### src/rtl/jt6295_cmd_seq.sv
// Script-driven command sequencer for the jt6295 CPU write bus (WR/WAIT/POLL/JUMP/END).
// Optional abort input enabled by defining JT6295_SEQ_ABORT_EN.
module jt6295_cmd_seq #(
  parameter int AW        = 5,
  parameter int NCHIP     = 2,
  parameter int WAIT_UNIT = 1024,
  parameter int WR_LEN    = 2
) (
  input  logic                 clk,
  input  logic                 rst_n,
  input  logic                 cen,
  input  logic                 prog_we,
  input  logic [AW-1:0]        prog_addr,
  input  logic [12:0]          prog_data,
  input  logic                 start,
  input  logic [NCHIP*4-1:0]   ch_busy,
`ifdef JT6295_SEQ_ABORT_EN
  input  logic                 abort,
`endif
  output logic [NCHIP-1:0]     wrn,
  output logic [7:0]           din,
  output logic                 busy,
  output logic                 done,
  output logic [AW-1:0]        pc
);

  localparam int UW = $clog2(WAIT_UNIT);
  localparam int CW = 8 + UW;
  localparam logic [2:0] NCHIP_L = 3'(NCHIP);

  typedef enum logic [2:0] {
    S_IDLE, S_FETCH, S_DECODE, S_WRLO, S_WRHI, S_WAIT, S_POLL
  } state_t;

  state_t            state_q, state_d;
  logic [NCHIP-1:0]  wrn_q, wrn_d;
  logic [7:0]        din_q, din_d;
  logic              busy_q, busy_d;
  logic              done_q, done_d;
  logic              pend_q, pend_d;
  logic [AW-1:0]     pc_q, pc_d;
  logic [CW-1:0]     cnt_q, cnt_d;

  logic [12:0]       mem [2**AW];
  logic [12:0]       rd_q;
  logic [2:0]        op;
  logic [1:0]        sel;
  logic [7:0]        data;
  logic [3:0]        nib [4];

  // Script RAM: loader writes only while idle; read port follows pc every clock.
  always_ff @(posedge clk) begin
    if (prog_we && !busy_q)
      mem[prog_addr] <= prog_data;
    rd_q <= mem[pc_q];
  end

  assign op   = rd_q[12:10];
  assign sel  = rd_q[9:8];
  assign data = rd_q[7:0];

  // Chips that are not fitted read as permanently idle.
  for (genvar gi = 0; gi < 4; gi++) begin : g_nib
    if (gi < NCHIP) begin : g_on
      assign nib[gi] = ch_busy[4*gi +: 4];
    end else begin : g_off
      assign nib[gi] = 4'd0;
    end
  end

  always_comb begin
    state_d = state_q;
    wrn_d   = wrn_q;
    din_d   = din_q;
    busy_d  = busy_q;
    done_d  = done_q;
    pend_d  = pend_q;
    pc_d    = pc_q;
    cnt_d   = cnt_q;

    if (start && state_q == S_IDLE && !busy_q) begin
      pend_d = 1'b1;
      busy_d = 1'b1;
    end

    if (cen) begin
      done_d = 1'b0;
      case (state_q)
        S_IDLE: begin
          if (pend_q) begin
            pend_d  = 1'b0;
            pc_d    = '0;
            state_d = S_FETCH;
          end
        end
        S_FETCH: state_d = S_DECODE;
        S_DECODE: begin
          state_d = S_FETCH;
          case (op)
            3'b000: begin
              if ({1'b0, sel} < NCHIP_L) begin
                din_d = data;
                for (int k = 0; k < NCHIP; k++)
                  if (sel == 2'(k)) wrn_d[k] = 1'b0;
                cnt_d   = CW'(WR_LEN - 1);
                state_d = S_WRLO;
              end else begin
                pc_d = pc_q + AW'(1);
              end
            end
            3'b001: begin
              if (data == 8'd0) begin
                pc_d = pc_q + AW'(1);
              end else begin
                cnt_d   = (CW'(data) << UW) - CW'(1);
                state_d = S_WAIT;
              end
            end
            3'b010: state_d = S_POLL;
            3'b011: pc_d = AW'(data);
            default: begin
              busy_d  = 1'b0;
              done_d  = 1'b1;
              state_d = S_IDLE;
            end
          endcase
        end
        S_WRLO: begin
          if (cnt_q == '0) begin
            wrn_d   = '1;
            state_d = S_WRHI;
          end else begin
            cnt_d = cnt_q - CW'(1);
          end
        end
        S_WRHI: begin
          pc_d    = pc_q + AW'(1);
          state_d = S_FETCH;
        end
        S_WAIT: begin
          if (cnt_q == '0) begin
            pc_d    = pc_q + AW'(1);
            state_d = S_FETCH;
          end else begin
            cnt_d = cnt_q - CW'(1);
          end
        end
        S_POLL: begin
          if ((nib[sel] & data[3:0]) == 4'd0) begin
            pc_d    = pc_q + AW'(1);
            state_d = S_FETCH;
          end
        end
        default: state_d = S_IDLE;
      endcase
    end

`ifdef JT6295_SEQ_ABORT_EN
    if (abort) begin
      wrn_d   = '1;
      busy_d  = 1'b0;
      done_d  = 1'b0;
      pend_d  = 1'b0;
      state_d = S_IDLE;
    end
`endif
  end

  always_ff @(posedge clk) begin
    if (!rst_n) begin
      state_q <= S_IDLE;
      wrn_q   <= '1;
      din_q   <= 8'd0;
      busy_q  <= 1'b0;
      done_q  <= 1'b0;
      pend_q  <= 1'b0;
      pc_q    <= '0;
      cnt_q   <= '0;
    end else begin
      state_q <= state_d;
      wrn_q   <= wrn_d;
      din_q   <= din_d;
      busy_q  <= busy_d;
      done_q  <= done_d;
      pend_q  <= pend_d;
      pc_q    <= pc_d;
      cnt_q   <= cnt_d;
    end
  end

  assign wrn  = wrn_q;
  assign din  = din_q;
  assign busy = busy_q;
  assign done = done_q;
  assign pc   = pc_q;

endmodule

### config.mk
export PLATFORM = sky130hd
export DESIGN_NAME = jt6295_cmd_seq
export DESIGN_NICKNAME = d
export VERILOG_FILES = /design/src/rtl/jt6295_cmd_seq.sv
export SDC_FILE = /design/constraint.sdc
export NUM_CORES = 1
export LEC_CHECK = 0
export ABC_CLOCK_PERIOD_IN_PS = 2800
export BUFFER_PORTS_ARGS = -buffer_cell sky130_fd_sc_hd__clkbuf_2
export CORE_ASPECT_RATIO = 1.2
export CORE_MARGIN = 5
export CORE_UTILIZATION = 45
export CTS_CLUSTER_SIZE = 8
export DETAILED_ROUTE_END_ITERATION = 16
export GPL_TIMING_DRIVEN = 0
export HOLD_SLACK_MARGIN = 0.02
export PLACE_DENSITY = 0.7
export SETUP_SLACK_MARGIN = 0.1
export SYNTH_ARGS = -nofsm -noshare
export SYNTH_HDL_FRONTEND = slang
export SYNTH_SLANG_ARGS = --single-unit
### constraint.sdc
create_clock -name clk -period 2.8 [get_ports clk]
set_input_delay 0.14 -clock clk [delete_from_list [all_inputs] [get_ports clk]]
set_output_delay 0.14 -clock clk [all_outputs]
set_load 0.01 [all_outputs]
# After elaboration in Yosys (flattened, before gate mapping)
# Memory sizes are Yosys's and may differ from the RTL's. A register that Yosys moved wholly into a read port is not among the register bits.
# Cells that the tools add are included.
# op_classes
add_sub_neg	3
order_cmp	2
n_eq_ne	25
mux	41
bitwise	2
n_reduce_logical	21
# op_table
cell	count
$pmux W18 S2	2
$mux W18	3
$sub A18 B1 Y18 const B	2
$mux W5	5
$pmux W5 S5	1
$pmux W3 S7	1
$logic_not A18 Y1	1
$reduce_and A6 Y1	3
$ne A2 B2 Y1 const B	8
$mux W3	5
$pmux W5 S3	1
$mux W1	14
$eq A3 B2 Y1 const B	4
$ne A3 B3 Y1 const B	4
$pmux W3 S4	1
$eq A3 B3 Y1 const B	3
$bmux W4 S2	1
$logic_not A8 Y1	1
$mux W2	4
$mux W4	2
$reduce_and A8 Y1	1
$eq A3 B1 Y1 const B	2
$logic_not A3 Y1	2
$add A5 B1 Y5 const B	1
19 further kinds	22
# totals
ff_bits	39
mem_bits_rw	416
in_bits	31
output_inout_bits	17
wordCells	104
n_memories	1
# mem_list
name	words	width	rd	rd_clocked_by_memory_dff	write_ports	line	source
mem	32	13	1	1	1	44	logic [12:0] mem [2**AW];

# Longest topological paths before layout
# Gate-level depths: netlist of run 1.
# depth
word_depth	8
ltp_mapped	8
ltp_nobuf	7

# Worst setup path before layout of run 1
# Ideal clock, no wire load.
# synth_timing
path_type	reg2reg
startpoint	register pc_q[1] (netlist: pc[1])
endpoint	register rd_q[0] (read register of mem)
setup_time_ns	0.121
arrival_time_ns	2.183
required_ns	2.679
path_slack_ns	0.496
path_stages_with_launch	7
n_path_buf	3
period_less_slack_ns	2.304
cell_sequence	dfxtp_1 clkbuf_1 buf_2 buf_1 mux4_2 mux4_2 mux2_2
# synth_rtl
item	line	source
from (decl)	41	logic [AW-1:0] pc_q, pc_d;
from (signal assigned)	186	pc_q <= pc_d;
to (decl)	45	logic [12:0] rd_q;

# Final worst setup path of run 1
# layout_timing
startpoint	register busy_q (netlist: busy)
endpoint	memory mem[22][8], enable pin
# layout_via
elab_chain_cells	4
# layout_lines
item	line	source
from (decl)	38	logic busy_q, busy_d;
from (signal assigned)	183	busy_q <= busy_d;
$logic_not A1 Y1	53	if (prog_we && !busy_q)
$logic_and A1 B1 Y1	53	
$mux W1	53	
$mux W1 (not written as such)	54	mem[prog_addr] <= prog_data;
to (decl)	44	
# No other way between the ends.

==> results of run 1 <==
layout make-up:
type | count | area (sq um) | area share, %
inverters | 7 | 26.3 | 0.122
clock buffers | 84 | 1780 | 8.29
well taps | 539 | 674 | 3.13
multi-input cells | 448 | 4910 | 22.8
plain buffers | 52 | 288 | 1.34
clock inverters | 6 | 63.8 | 0.297
flip-flops and latches | 468 | 13500 | 62.9
repair buffers | 47 | 243 | 1.13
timing repair:
action                                  in CTS  in global routing
gates cloned                                 0                  0
endpoints found under the hold margin        2                  0
hold buffers                                 1                  0
pin swaps                                    0                  1
buffers inserted                             0                  1
endpoints found under the setup margin      49                109
gates resized for setup                     11                  5
state kept, by name (all words and copies together) (netlist names):
name / cells
busy: 1
cnt_q: 18
din: 8
done: 1
mem: 416
pc: 5
pend_q: 1
rd_q: 13
state_q: 3
wrn: 2
critical path: cells and delay by family (launching register included):
kind,cells,cell delay [ps]
simple gates,3,1680
flops,1,340
buf+inv,1,320
kinds of logic after synthesis:
family          count (synthesis)  synth area share, %
compound gates                 97                 3.33
mux                           153                 17.3
flops                         468                 72.3
xor+xnor                       11                0.515
buf+inv                        59                 1.60
fa+ha+maj                       4                0.267
simple gates                  183                 4.76
per-layer routing:
layer	track usage, %	up-vias
met5	0	-
met4	6.26	4
met3	3.82	69
met2	29.3	364
met1	24.4	5070
li1	-	4215
worst paths after layout:
check	from	endpoint	cells past startpoint
worst max register to register	busy$_SDFF_PN0_	mem[22][8]$_DFFE_PP_	4
worst min register to register	cnt_q[9]$_SDFFE_PN0P_	cnt_q[9]$_SDFFE_PN0P_	2
worst max-delay path	busy$_SDFF_PN0_	mem[22][8]$_DFFE_PP_	4
worst min-delay path	cen	pend_q$_SDFF_PN0_	3
stage by stage:
step | power (mW) | cells | utilization, %
2_1_floorplan | 8.50 | 975 | -
3_3_place_gp | 8.83 | 1559 | 47.9
3_5_place_dp | 8.85 | 1559 | 47.9
4_1_cts | 16.0 | 1650 | 52.5
5_1_grt | 16.4 | 1651 | 52.6
6_report | 15.9 | 1651 | 52.6
report_power, final:
group | switching, mW | internal, mW | leakage (nW)
registers | 0.0551 | 7.70 | 4.17
clock network | 2.77 | 4.42 | 0.899
logic | 0.615 | 0.367 | 1.77
total | 3.44 | 12.5 | 6.84
cell usage in the layout, fill, tap and decap left out, drive strengths merged, types with 8 or more instances in the layout:
cell | Yosys | routed
edfxtp | 416 | 416
clkbuf | 26 | 155
mux4 | 130 | 130
nor2 | 57 | 57
dfxtp | 52 | 52
nand2 | 36 | 36
o21ai | 29 | 29
buf | 26 | 27
nand3 | 26 | 26
a21oi | 25 | 25
mux2 | 13 | 13
nor2b | 13 | 13
nor3 | 11 | 11
mux2i | 10 | 10
inv | 7 | 10
nand2b | 9 | 9
xor2 | 8 | 8
==> flow_summary.ini, run 1 <==
[run_status]
status = finished, final reports clean

[clocking]
tritoncts = built
cts_max_path_buffers = 3
cts_made_buffers = 68
clock_latency_ps = 570
h-tree-depth = 3
clockRootBuffer = clkbuf_16
clk_pin_slew_ps = 50
cts.sink_count = 468

[routing]
drt-met1-wl_mm = 17.0
top_layer_used = met5
drtAntennaViolNets = 0
wl_per_cell_microns = 24.8
first_pass_iters = 5
dr_wl_met2_mm = 20.0
postRouteWirelength_mm = 41.0
drc = 0
via_count = 9722
dr_wl_met3_mm = 2.84
avgViaCountPerCell = 5.89
drt_iter0_markers = 787

[layout]
area_growth_pct = 14.9
diodes = 0
num-nets-final = 1127
finalInstanceArea_sq_um = 21500
drive_gt1_share_pct = 25.9
fillers = 3179

[global_route]
grt.total_usage_pct = 18.0
antenna_found_initial = 2
grt_pass1_wl_mm = 61.9
grt_pass1_vias = 9751
grt_overflow = 0
grt_max_degree = 33

[synthesis]
synthFlopType = edfxtp_1
synth_commonest_cells = edfxtp_1, mux4_2, nor2_1
syn_area_sq_um = 18700
syn_area_per_cell_sq_um = 19.2
yosysSeqAreaShare_pct = 72.3
synth_cells = 975
synth.top_cells.by_area = edfxtp_1, mux4_2, dfxtp_1
ys_warn_count = 0
synth.distinct_cells = 59
ys_seq_elements = 468
synth_enable_flop_cells = 416
synth_top_area_share_pct = 66.7
synth_nets = 1010
synth_most_common_cell = edfxtp_1
yosysTopAreaCell = edfxtp_1
async_flop_share_pct = 0

[place]
place.gp.congestion = 0.898
io_buffers = 45
pre_cts_ws_ps = -389
placed_area_sq_um = 19600
place_hpwl_mm = 26.3

[sta]
holdWs_ps = 50.0
tns_ps = 0
hold_violations = 0
slew_viol_final = 0
finalCriticalPeriod_ps = 2740
worst_slew_pin_slew_ps = 1340
rsz0062_at_grt = yes
max_slew_margin_pct = 10.3
setup_ws_ps = 62.9
setup_viol = 0
clock_skew_ps = 21.4
fmax_mhz = 365
timing.final.crit_share_pct = 97.8

[hold_path]
hold_class = input pin to flip-flop

[worst_setup_path]
crit_required_ps = 2970
crit_slowest_cell = nor2_1
critPathMaxStageDelay_ps = 1060
crit_fanout = 13
crit_path_end_kind = flip-flop
startpoint_type = flip-flop
path_cells = nand2b_1 -> or3b_2 -> clkbuf_1 -> nor2_1
r2r_slack_ps = 60
path_class = flip-flop to flip-flop
arrival_ps = 2900

[floorplanning]
rows = 81
die_h_microns = 233
dieArea_sq_um = 45800
die_w_microns = 196
initial_utilization_pct = 45.7
core_area_sq_um = 40900
io_pins = 48

[run]
cap_violations = 0

[pwr]
powerDensity_nw_per_um2 = 740
ir_worst_vdd_v = 0.000357
p_leak_nw = 6.84
No activity file was read; power rests on OpenSTA's default activity.
==> run 2, diff against run 1 <==
--- a/config.mk
+++ b/config.mk
@@ -8,13 +8,12 @@
 export ABC_CLOCK_PERIOD_IN_PS = 2800
 export BUFFER_PORTS_ARGS = -buffer_cell sky130_fd_sc_hd__clkbuf_2
 export CORE_ASPECT_RATIO = 1.2
-export CORE_MARGIN = 5
 export CORE_UTILIZATION = 45
 export CTS_CLUSTER_SIZE = 8
 export DETAILED_ROUTE_END_ITERATION = 16
 export GPL_TIMING_DRIVEN = 0
 export HOLD_SLACK_MARGIN = 0.02
-export PLACE_DENSITY = 0.7
+export PLACE_DENSITY = 0.72
 export SETUP_SLACK_MARGIN = 0.1
 export SYNTH_ARGS = -nofsm -noshare
 export SYNTH_HDL_FRONTEND = slang
==> flow_summary.ini, run 2 (synthesis results as in run 1) <==
[run_status]
status = finished, final reports clean

[run]
cap_violations = 0

[sta]
slew_viol_final = 0
worst_slew_pin_slew_ps = 1330
max_slew_margin_pct = 10.8
setup_ws_ps = 53.8
rsz0062_at_grt = yes
timing.final.crit_share_pct = 98.1
hold_violations = 0
clock_skew_ps = 31.7
fmax_mhz = 364
finalCriticalPeriod_ps = 2750
setup_viol = 0
tns_ps = 0

[worst_setup_path]
path_cells = nand2b_1 -> or3b_2 -> clkbuf_1 -> nor2_1
crit_buf_inv = 1
crit_path_end_kind = flip-flop
arrival_ps = 2910
path_class = flip-flop to flip-flop
crit_family = simple AND/OR/NAND/NOR gates
crit_slowest_cell = nor2_1
crit_required_ps = 2960
critPathMaxStageDelay_ps = 1070
startpoint_type = flip-flop
crit_fanout = 13

[layout]
final_common_cell = edfxtp_1
diodes = 0
finalInstanceArea_sq_um = 21600
drive_gt1_share_pct = 25.8
largest_reg_flops = 416
area_growth_pct = 15.2
fin_util_pct = 52.8
top_regs = mem x416, cnt_q x18, rd_q x13
layout_common_cells = edfxtp_1, mux4_2, clkbuf_16
num-nets-final = 1127
regMostFlops = mem

[clocking]
cts.sink_count = 468
tritoncts = built
cts_made_buffers = 68
h-tree-depth = 3
clk_pin_slew_ps = 50
clockRootBuffer = clkbuf_16
clock_latency_ps = 580
cts_max_path_buffers = 3
post_cts.repair.setup_buffers = 0

[global_route]
grt_max_degree = 33
grt_pass1_vias = 10100
grt_overflow = 0
grt_pass1_wl_mm = 63.0
grt.total_usage_pct = 20.4
antenna_found_initial = 0

[pwr]
p_leak_nw = 6.86
ir_worst_vdd_v = 0.000394
powerDensity_nw_per_um2 = 746
finalPower_mw = 16.1

[floorplanning]
initial_utilization_pct = 45.8
dieArea_sq_um = 42400
rows = 81
die_h_microns = 225
core_area_sq_um = 40800
die_w_microns = 188
io_pins = 48

[place]
place_hpwl_mm = 26.3
io_buffers = 45
place.gp.congestion = 0.889
placed_area_sq_um = 19600
pre_cts_ws_ps = -382

[routing]
postRouteWirelength_mm = 41.9
wl_per_cell_microns = 25.3
drt_iter0_markers = 1000
avgViaCountPerCell = 5.92
first_pass_iters = 5
drtAntennaViolNets = 0
drc = 0
via_count = 9803

[hold_path]
hold_class = input pin to flip-flop
-- run 2: changes by cell type in the layout (fill, tap and decap cells not counted), sizes merged --
cell	previous run	this run
clkbuf	155	165
buf	27	23
clkinv	3	1
inv	10	11
-- run 2: what timing repair did --
action,CTS,global route
hold endpoints to repair,2,0
hold buffers,1,0
setup endpoints to repair,78,174
resized for setup,9,12
-- run 2: worst paths after layout --
kind                            start                    to  slack, ps  depth (start not counted)
setup / recovery      busy$_SDFF_PN0_  mem[18][5]$_DFFE_PP_         50                          4
hold / removal                    cen     pend_q$_SDFF_PN0_         50                          3
setup reg to reg      busy$_SDFF_PN0_  mem[18][5]$_DFFE_PP_         50                          4
hold reg to reg   wrn[0]$_SDFFE_PN1P_   wrn[0]$_SDFFE_PN1P_        470                          2
-- run 2: worst min-delay path, cell delays in order --
cell and delay, ps:
clkbuf_1 190, nand3_1 120, o211a_1 140
-- run 2: per-stage QoR --
step | hold slack (ps) | cells
finish | 49.6 | 1656
floorplan | 239 | 975
CTS | 31.6 | 1655
detailed placement | 462 | 1559
global route | 65.1 | 1656
global placement | 454 | 1559
-- run 2: where the power goes --
| group | leakage (nW) | switching [mW] | total (mW) | internal, mW |
|---|---|---|---|---|
| Clock | 0.922 | 2.82 | 7.37 | 4.55 |
| Sequential | 4.17 | 0.0552 | 7.75 | 7.70 |
| Combinational | 1.77 | 0.615 | 0.979 | 0.363 |
| Total | 6.86 | 3.49 | 16.1 | 12.6 |
-- run 2: layer usage --
| metal | global-route usage (%) | vias up | part of all wire (%) |
|---|---|---|---|
| met4 | 7.21 | 0 | 2.4 |
| met2 | 33.7 | 433 | 50 |
| met3 | 4.25 | 82 | 7.7 |
| li1 | - | 4243 | - |
| met5 | 0 | - | 0 |
| met1 | 26.9 | 5045 | 40 |
-- run 2: cell type report --
class / instances / area, sq um
buffer: 52 / 290
clock buffer: 90 / 1850
clock inverter: 5 / 50.0
fill: 3142 / 19300
inverter: 7 / 26.3
multi-input combinational: 448 / 4910
sequential: 468 / 13500
tap: 539 / 674
timing repair buffer: 47 / 243
==> run 3, diff against run 2 <==
--- a/config.mk
+++ b/config.mk
@@ -9,11 +9,13 @@
 export BUFFER_PORTS_ARGS = -buffer_cell sky130_fd_sc_hd__clkbuf_2
 export CORE_ASPECT_RATIO = 1.2
 export CORE_UTILIZATION = 45
+export CTS_BUF_LIST = sky130_fd_sc_hd__clkbuf_8
 export CTS_CLUSTER_SIZE = 8
 export DETAILED_ROUTE_END_ITERATION = 16
 export GPL_TIMING_DRIVEN = 0
 export HOLD_SLACK_MARGIN = 0.02
 export PLACE_DENSITY = 0.72
+export REMOVE_ABC_BUFFERS = 1
 export SETUP_SLACK_MARGIN = 0.1
 export SYNTH_ARGS = -nofsm -noshare
 export SYNTH_HDL_FRONTEND = slang
==> flow_summary.ini, run 3 (synthesis results as in run 1) <==
[run_status]
status = finished, final reports clean

[worst_setup_path]
r2r_end = rd_q[3]$_DFF_P_
r2r_start = pc[1]$_SDFFE_PN0P_
startpoint_type = flip-flop
crit_top_cell = mux4_2
r2r_cells = 4
path_class = flip-flop to flip-flop
r2r_slack_ps = 160
arrival_ps = 3110
critPathMaxStageDelay_ps = 820
crit_required_ps = 3280
path_cells = buf_16 -> mux4_2 -> mux4_2 -> mux2_2
crit_path_end_kind = flip-flop
crit_fanout = 62
crit_slowest_cell = dfxtp_4

[sta]
hold_violations = 0
tns_ps = 0
fmax_mhz = 379
finalCriticalPeriod_ps = 2640
setup_viol = 0
slew_viol_final = 0
worst_slew_pin_slew_ps = 1410
max_slew_margin_pct = 5.94
holdWs_ps = 158
timing.final.crit_share_pct = 94.1
clock_skew_ps = 15.6
rsz0062_at_grt = no

[routing]
via_count = 9727
drc = 0
postRouteWirelength_mm = 39.9
wl_per_cell_microns = 23.8
first_pass_iters = 6
drtAntennaViolNets = 0
avgViaCountPerCell = 5.81
drt_iter0_markers = 862

[floorplanning]
die_w_microns = 188
io_pins = 48
initial_utilization_pct = 45.8
rows = 81
die_h_microns = 225
core_area_sq_um = 40800
dieArea_sq_um = 42400

[clocking]
cts_made_buffers = 76
h-tree-depth = 3
clock_latency_ps = 610
cts.sink_count = 468
tritoncts = built
cts_max_path_buffers = 3
clk_pin_slew_ps = 60
clockRootBuffer = clkbuf_8

[pwr]
combPwrFrac_pct = 6.6
swShare_pct = 22.8
powerDensity_nw_per_um2 = 655
p_clk_share_pct = 37.9
ir_worst_vdd_v = 0.000310
power_frac_seq_pct = 55.5
finalPower_mw = 14.0
switching_power_mw = 3.19
p_leak_nw = 6.80
p_int_mw = 10.8

[hold_path]
hp-start = prog_data[4]
hold_end = mem[12][4]$_DFFE_PP_
hold_class = input pin to flip-flop
holdPathStages = 1

[place]
io_buffers = 47
place_hpwl_mm = 24.2
placed_area_sq_um = 19900
place.gp.congestion = 0.807

[global_route]
antenna_found_initial = 0
grt_pass1_wl_mm = 60.6
grt_overflow = 0
grt.total_usage_pct = 19.4
grt_max_degree = 63
grt_pass1_vias = 9998

[layout]
final_common_cell = edfxtp_1
area_growth_pct = 14.2
regMostFlops = mem
fillers = 3157
fin_util_pct = 52.3
finalInstanceArea_sq_um = 21400
num-nets-final = 1119
drive_gt1_share_pct = 30.5
layout_common_cells = edfxtp_1, mux4_2, clkbuf_8
largest_reg_flops = 416
top_regs = mem x416, cnt_q x18, rd_q x13

[run]
cap_violations = 0
-- run 3: final cells by class --
cell class,count,area (sq um),area share [%]
Timing Repair Buffer,82,776,3.63
Multi-Input combinational cell,449,5020,23.5
Inverter,7,26.3,0.123
Clock buffer,78,1070,5.02
Tap cell,539,674,3.15
Sequential cell,468,13500,63.3
Clock inverter,49,263,1.23
Antenna cell,1,2.50,0.0117
-- run 3: per-layer routing --
layer	global-route usage [%]	routed length, microns	vias to the layer above
met4	8.13	1130	0
met3	3.43	2400	76
met5	0	0	-
met2	33.0	20500	386
met1	24.7	15800	5037
li1	-	-	4228
-- run 3: worst max path at each step --
stage	start	endpoint	slack, ps	cells after the start
global route	state_q[1]$_SDFFE_PN0P_	cnt_q[5]$_SDFFE_PN0P_	110	6
floorplan	pc[0]$_SDFFE_PN0P_	rd_q[0]$_DFF_P_	-3020	3
finish	pc[1]$_SDFFE_PN0P_	rd_q[3]$_DFF_P_	160	4
global placement	pc[0]$_SDFFE_PN0P_	rd_q[12]$_DFF_P_	-5040	3
detailed placement	state_q[1]$_SDFFE_PN0P_	cnt_q[11]$_SDFFE_PN0P_	-420	6
CTS	busy$_SDFF_PN0_	mem[8][5]$_DFFE_PP_	120	3
-- run 3: power groups by stage --
stage | registers [mW] | logic [mW] | clock network (mW)
2_1_floorplan | 7.93 | 0.555 | 0
3_3_place_gp | 7.97 | 0.806 | 0
3_5_place_dp | 7.93 | 0.858 | 0
4_1_cts | 7.78 | 0.900 | 5.42
5_1_grt | 7.77 | 1.00 | 5.73
6_report | 7.77 | 0.918 | 5.31
-- run 3: critical path: cells and delay by family, from the launching register on --
family | cells | cell delay (ps)
buf+inv | 1 | 390
flops | 1 | 820
mux | 3 | 1250
-- run 3: timing repair --
item	4_1_cts	5_1_grt
hold buffers	3	0
setup buffers	1	2
setup endpoints to repair	53	18
pin swaps	1	1
resized for setup	8	3
gates cloned	1	0
hold endpoints to repair	4	0
-- run 3: metrics by stage --
step	setup WS [ps]	std cells
3_3_place_gp	-5040	1509
3_5_place_dp	-422	1538
5_1_grt	113	1672
6_report	165	1673
4_1_cts	125	1670
2_1_floorplan	-3020	923
